==> src/rtl/dmem_port_arbiter.sv <==
// Two-port data-memory arbiter: port 0 (core) has priority, and port 1 (debug/DMA)
// is promoted after STARVE_LIMIT denied cycles. Read data returns one cycle after its grant.
module dmem_port_arbiter #(
    parameter int ADDR_W       = 10,
    parameter int DATA_W       = 32,
    parameter int STARVE_LIMIT = 4
) (
    input  logic              i_clk,
    input  logic              i_reset,
    input  logic              i_req0,
    input  logic              i_we0,
    input  logic [ADDR_W-1:0] i_addr0,
    input  logic [DATA_W-1:0] i_wdata0,
    input  logic              i_req1,
    input  logic              i_we1,
    input  logic [ADDR_W-1:0] i_addr1,
    input  logic [DATA_W-1:0] i_wdata1,
    output logic              o_gnt0,
    output logic              o_gnt1,
    output logic              o_rvalid0,
    output logic [DATA_W-1:0] o_rdata0,
    output logic              o_rvalid1,
    output logic [DATA_W-1:0] o_rdata1,
    output logic              o_mem_rd,
    output logic              o_mem_wr,
    output logic [ADDR_W-1:0] o_mem_addr,
    output logic [DATA_W-1:0] o_mem_wdata,
    input  logic [DATA_W-1:0] i_mem_rdata,
    output logic [$clog2(STARVE_LIMIT+1)-1:0] o_starve_cnt
);

    localparam int CNT_W = $clog2(STARVE_LIMIT + 1);
    localparam logic [CNT_W-1:0] LIMIT = CNT_W'(STARVE_LIMIT);

    // Handshake: a requester holds req/we/addr/wdata until it sees its gnt; the access
    // completes in that gnt cycle and a new access may be presented the next cycle.

    logic [CNT_W-1:0] r_starve_cnt;
    logic             r_tag_valid;
    logic             r_tag_port;

    logic w_promote;
    logic w_gnt0;
    logic w_gnt1;
    logic w_we;

    always_comb begin
        w_promote = (r_starve_cnt == LIMIT) && i_req1;
        w_gnt1    = i_reset && i_req1 && (w_promote || !i_req0);
        w_gnt0    = i_reset && i_req0 && !w_gnt1;
        w_we      = w_gnt1 ? i_we1 : i_we0;
    end

    always_comb begin
        o_gnt0      = w_gnt0;
        o_gnt1      = w_gnt1;
        o_mem_rd    = (w_gnt0 || w_gnt1) && !w_we;
        o_mem_wr    = (w_gnt0 || w_gnt1) && w_we;
        o_mem_addr  = '0;
        o_mem_wdata = '0;
        if (w_gnt1) begin
            o_mem_addr  = i_addr1;
            o_mem_wdata = i_wdata1;
        end else if (w_gnt0) begin
            o_mem_addr  = i_addr0;
            o_mem_wdata = i_wdata0;
        end
    end

    // The return is also gated by reset so a read granted just before reset is dropped.
    always_comb begin
        o_rvalid0 = i_reset && r_tag_valid && !r_tag_port;
        o_rvalid1 = i_reset && r_tag_valid && r_tag_port;
        o_rdata0  = o_rvalid0 ? i_mem_rdata : '0;
        o_rdata1  = o_rvalid1 ? i_mem_rdata : '0;
    end

    always_ff @(posedge i_clk) begin
        if (!i_reset) begin
            r_starve_cnt <= '0;
            r_tag_valid  <= 1'b0;
            r_tag_port   <= 1'b0;
        end else begin
            if (!i_req1 || w_gnt1) begin
                r_starve_cnt <= '0;
            end else if (r_starve_cnt != LIMIT) begin
                r_starve_cnt <= r_starve_cnt + 1'b1;
            end
            r_tag_valid <= o_mem_rd;
            r_tag_port  <= w_gnt1;
        end
    end

    assign o_starve_cnt = r_starve_cnt;

endmodule

==> config.mk <==
export PLATFORM = sky130hd
export DESIGN_NAME = dmem_port_arbiter
export DESIGN_NICKNAME = d
export VERILOG_FILES = /design/src/rtl/dmem_port_arbiter.sv
export SDC_FILE = /design/constraint.sdc
export NUM_CORES = 1
export LEC_CHECK = 0
export BUFFER_PORTS_ARGS = -buffer_cell sky130_fd_sc_hd__buf_2
export CAP_MARGIN = 20
export CELL_PAD_IN_SITES_DETAIL_PLACEMENT = 1
export CELL_PAD_IN_SITES_GLOBAL_PLACEMENT = 1
export CORE_UTILIZATION = 14
export DETAILED_ROUTE_END_ITERATION = 10
export HOLD_SLACK_MARGIN = 0.05
export PLACE_DENSITY_LB_ADDON = 0.1
export SETUP_SLACK_MARGIN = 0.2
export SLEW_MARGIN = 5
export SYNTH_ARGS = -nofsm -noshare
export SYNTH_HDL_FRONTEND = slang
export SYNTH_SLANG_ARGS = --single-unit
==> constraint.sdc <==
create_clock -name i_clk -period 3.75 [get_ports i_clk]
set_input_delay 0 -clock i_clk [delete_from_list [all_inputs] [get_ports i_clk]]
set_output_delay 0 -clock i_clk [all_outputs]
set_load 0.01 [all_outputs]
== After elaboration in Yosys (flattened, before gate mapping) ==
Index checks and enable logic that the tools add are counted.
Widths: inputs -> output; s select.
Cells by class
  reduce and logical (&&, ||, !) cells: 19
  eq/ne operators: 2
  $add $sub $neg: 1
  muxes and demuxes: 7
  bitwise operators: 1
Operators by type and width (count)
  $mux 32: 4
  $mux 10: 2
  $logic_and 1x1->1: 10
  $logic_not 1->1: 5
  $add 3x1->3 const B: 1
  $eq 3x3->1 const B: 1
  $logic_or 1x1->1: 3
  $ne 3x3->1 const B: 1
  $reduce_or 2->1: 1
  $mux 1: 1
  $not 1->1: 1
Word-level totals
  register bits after elaboration: 5
  input bits: 122

== Depth between registers and ports, before layout ==
  word-level depth: 8
  depth in mapped cells: 7

== Worst setup path after synthesis ==
No wires, ideal clock.
  kind: reg-to-output
  start: register r_starve_cnt[0], in the netlist o_starve_cnt[0]
  end: output port o_mem_wdata[21]
  setup slack: 2.288 ns
  data arrival time: 1.462 ns
  cell stages (with the launch flop): 7
  cell sequence: dfxtp_1 > inv_1 > ha_1 > a21boi_2 > nor2_4 > buf_2 > a22o_1
On the way
  longest elaborated chain between the ends: 8
Ends and longest elaborated chain
  start: declaration: RTL line 38  | logic [CNT_W-1:0] r_starve_cnt;
  start signal: assignment: RTL line 87  | r_starve_cnt <= r_starve_cnt + 1'b1;
  $eq 3x3->1 (*): RTL line 48  | w_promote = (r_starve_cnt == LIMIT) && i_req1;
  $logic_and 1x1->1 (*): RTL line 48
  $logic_or 1x1->1 (*): RTL line 49  | w_gnt1 = i_reset && i_req1 && (w_promote || !i_req0);
  $logic_and 1x1->1 (*): RTL line 49
  named net o_gnt1: RTL line 19  | output logic o_gnt1,
  $logic_not 1->1: RTL line 50  | w_gnt0 = i_reset && i_req0 && !w_gnt1;
  $logic_and 1x1->1: RTL line 50
  $mux 32: RTL line 64  | end else if (w_gnt0) begin
  $mux 32 (*): RTL line 61  | if (w_gnt1) begin
  end: declaration: RTL line 27  | output logic [DATA_W-1:0] o_mem_wdata,
The timed path passes the listed nets; every way through them passes the cells marked *.

== Worst setup path after layout ==
  start: register r_starve_cnt[0], in the netlist o_starve_cnt[0]
  end: output port o_mem_wdata[25]
On the way
  longest elaborated chain between the ends: 8
Ends and longest elaborated chain (RTL line)
  $eq 3x3->1 (*): 48
  $logic_and 1x1->1 (*): 48
  $logic_or 1x1->1 (*): 49
  $logic_and 1x1->1 (*): 49
  $logic_not 1->1: 50
  $logic_and 1x1->1: 50
  $mux 32: 64
  $mux 32 (*): 61
Mark *: on every way between the ends. The rest lies on a longest branch, timed or not.

==> results.sh <==
export IMPL_syn_cell_area_mm2=0.00116
export IMPL_diodes=0
export IMPL_clock_fmax_ghz=0.461
export IMPL_die_w_um=93.0
export IMPL_ys_types=21
export IMPL_dr_pass1_iters=3
export IMPL_h_tree_depth=1
export IMPL_layout_common_cells="236 x buf_2, 64 x and2_1, 42 x a22o_1"
export IMPL_postSynthAreaPerCell_um2=7.58
export IMPL_clk_latency_ps=220
export IMPL_finalHoldViolations=0
export IMPL_grt_pass1_vias=2060
export IMPL_criticalPathCategory="flop to primary output"
export IMPL_grt_max_degree=44
export IMPL_drt_iter0_drc=17
export IMPL_slew_viol_final=0
export IMPL_fin_worst_skew_ps=2.28
export IMPL_synth_nets=277
export IMPL_cts_hold_buffers=0
export IMPL_post_cts_buffers=0
export IMPL_core_area_mm2=0.00789
export IMPL_power_density_mw_per_mm2=142
export IMPL_gr_usage_all_layers_pct=14.3
export IMPL_post_cts_resized=0
export IMPL_finalCritPeriodShare_pct=57.8
export IMPL_gp_congestion=0.718
export IMPL_yosysTopAreaCell="and2_1"
export IMPL_hpwlAfterDp_mm=5.85
export IMPL_worstPathArrival_ps=2170
export IMPL_post_route_cells_drive_above_1_share_pct=64.4
export IMPL_crit_required_ps=3750
export IMPL_hold_class="primary input to flop"
export IMPL_start_util_pct=14.7
export IMPL_area_growth_pct=109
export IMPL_relSlewSlack_pct=37.5
export IMPL_ctsRootBufferMaster="clkbuf_8"
export IMPL_cts_tree="yes"
export IMPL_seq_area_frac_synth_pct=8.63
export IMPL_die_y_um=93.0
export IMPL_setup_viol=0
export IMPL_ir_worst_vdd_mv=0.0614
export IMPL_grt_pass1_wl_mm=10.0
export IMPL_cts_sinks=5
export IMPL_setup_tns_ps=0
export IMPL_synthesis_instances=153
export IMPL_synth_seq_cells=5
export IMPL_drt_total_wl_mm=6.88
export IMPL_dp_cells=477
export IMPL_yosys_warnings=0
export IMPL_io_buffers=236
export IMPL_p_leak_nw=1.58
export IMPL_synthTopCellsByArea="and2_1 35%, a22o_1 32%, dfxtp_1 8.6%, buf_6 4.9%, buf_2 2.6%"
export IMPL_rsz0062_at_grt="no"
export IMPL_cp_start_kind="flop"
export IMPL_num_fill_cells=1046
export IMPL_fp_row_count=32
export IMPL_viasPerCell=4.15
export IMPL_ant_nets=0
export IMPL_path_max_fanout=43
export IMPL_overflow=0
export IMPL_final_common_cell="buf_2"
export IMPL_synth_top_area_share_pct=34.5
export IMPL_vias=1998
export IMPL_final_nets=504
export IMPL_antenna_found_initial=0
export IMPL_drv_cap=0
export IMPL_drc_errors=0
export IMPL_tightest_slew_ps=935
export IMPL_period_minus_slack_ps=2170
export IMPL_cts_buffer_depth=2
export IMPL_io_pins=237
export IMPL_path_clk_slew_ps=40
export IMPL_stdcell_count=481
export IMPL_wl_per_cell_um=14.3
export IMPL_status="complete, no violations"
export IMPL_end_kind="primary output"
export IMPL_cts_buffers=3
export IMPL_dieArea_mm2=0.00865
==> synth_stat cells <==
cell type and instances:
nor2_1 4, and3_4 1, and3_1 1, inv_1 3
dfxtp_1 5, nand2_1 2, buf_6 5, mux2i_1 1
a22o_1 42, nand3_1 2, clkbuf_1 4, and2_1 64
a21boi_0 3, or3b_1 1, ha_1 2, buf_2 6
nand3_2 1, nand3b_1 2, nor2_4 1, a211oi_1 2
a21boi_2 1
==> area by class of cell <==
type	instances	area [um^2]	share of cell area [%]
tap	102	128	5.27
sequential	5	100	4.14
timing repair buffer	237	1190	49.1
inverter	3	11.3	0.465
multi-input combinational	130	947	39.1
clock buffer	4	45.0	1.86
==> path summary, 6_finish.rpt <==
check | to | from | depth (start not counted) | slack [ps]
max | o_mem_wdata[25] | o_starve_cnt[0] | 6 | 1580
min | r_tag_valid | i_reset | 2 | 110
max reg2reg | r_tag_valid | o_starve_cnt[0] | 5 | 2310
min reg2reg | o_starve_cnt[0] | o_starve_cnt[0] | 1 | 470
==> critical path, stage by stage (launching register included) <==
cell and delay [ps]:
dfxtp_1 320, inv_1 60, ha_1 260, a21boi_2 130, nor2_4 740, a22o_1 280
buf_2 130
==> cell families (layout without fill, tap and decap cells) <==
| family | count (synthesis) | in the layout | share of synthesized area, % |
|---|---|---|---|
| AOI/OAI and AO/OA | 48 | 48 | 35.9 |
| and+or+nand+nor | 79 | 79 | 42.7 |
| buffers and inverters | 18 | 244 | 9.71 |
| adders and majority gates | 2 | 2 | 2.16 |
| muxes | 1 | 1 | 0.863 |
| DFF | 5 | 5 | 8.63 |
==> power breakdown <==
part           internal, mW  switching, mW  total, mW
sequential           0.0551       0.000994     0.0561
combinational        0.0990         0.0878      0.187
clock                0.0730         0.0268     0.0998
==> per-stage QoR <==
step	setup WS, ps	hold slack, ps	utilization (%)	power, mW	cell area [um^2]
finish	1580	112	30.7	0.343	2420
global route	1380	140	30.7	0.369	2420
CTS	1540	112	30.7	0.350	2420
detailed placement	1780	297	30.1	0.246	2370
global placement	1790	292	30.1	0.244	2370
floorplan	2290	142	-	0.139	1160
==> layer usage <==
metal | vias up | global-route usage, % | wire length, um
met5 | - | 0 | 0
met4 | 0 | 1.92 | 6
met3 | 2 | 2.44 | 498
met2 | 103 | 29.4 | 3800
met1 | 898 | 15.3 | 2570
li1 | 995 | - | -
==> state kept, by name (all words and copies together) (netlist names) <==
signal,flops
o_starve_cnt,3
r_tag_valid,1
r_tag_port,1
Power figures use the tool's default switching activity.
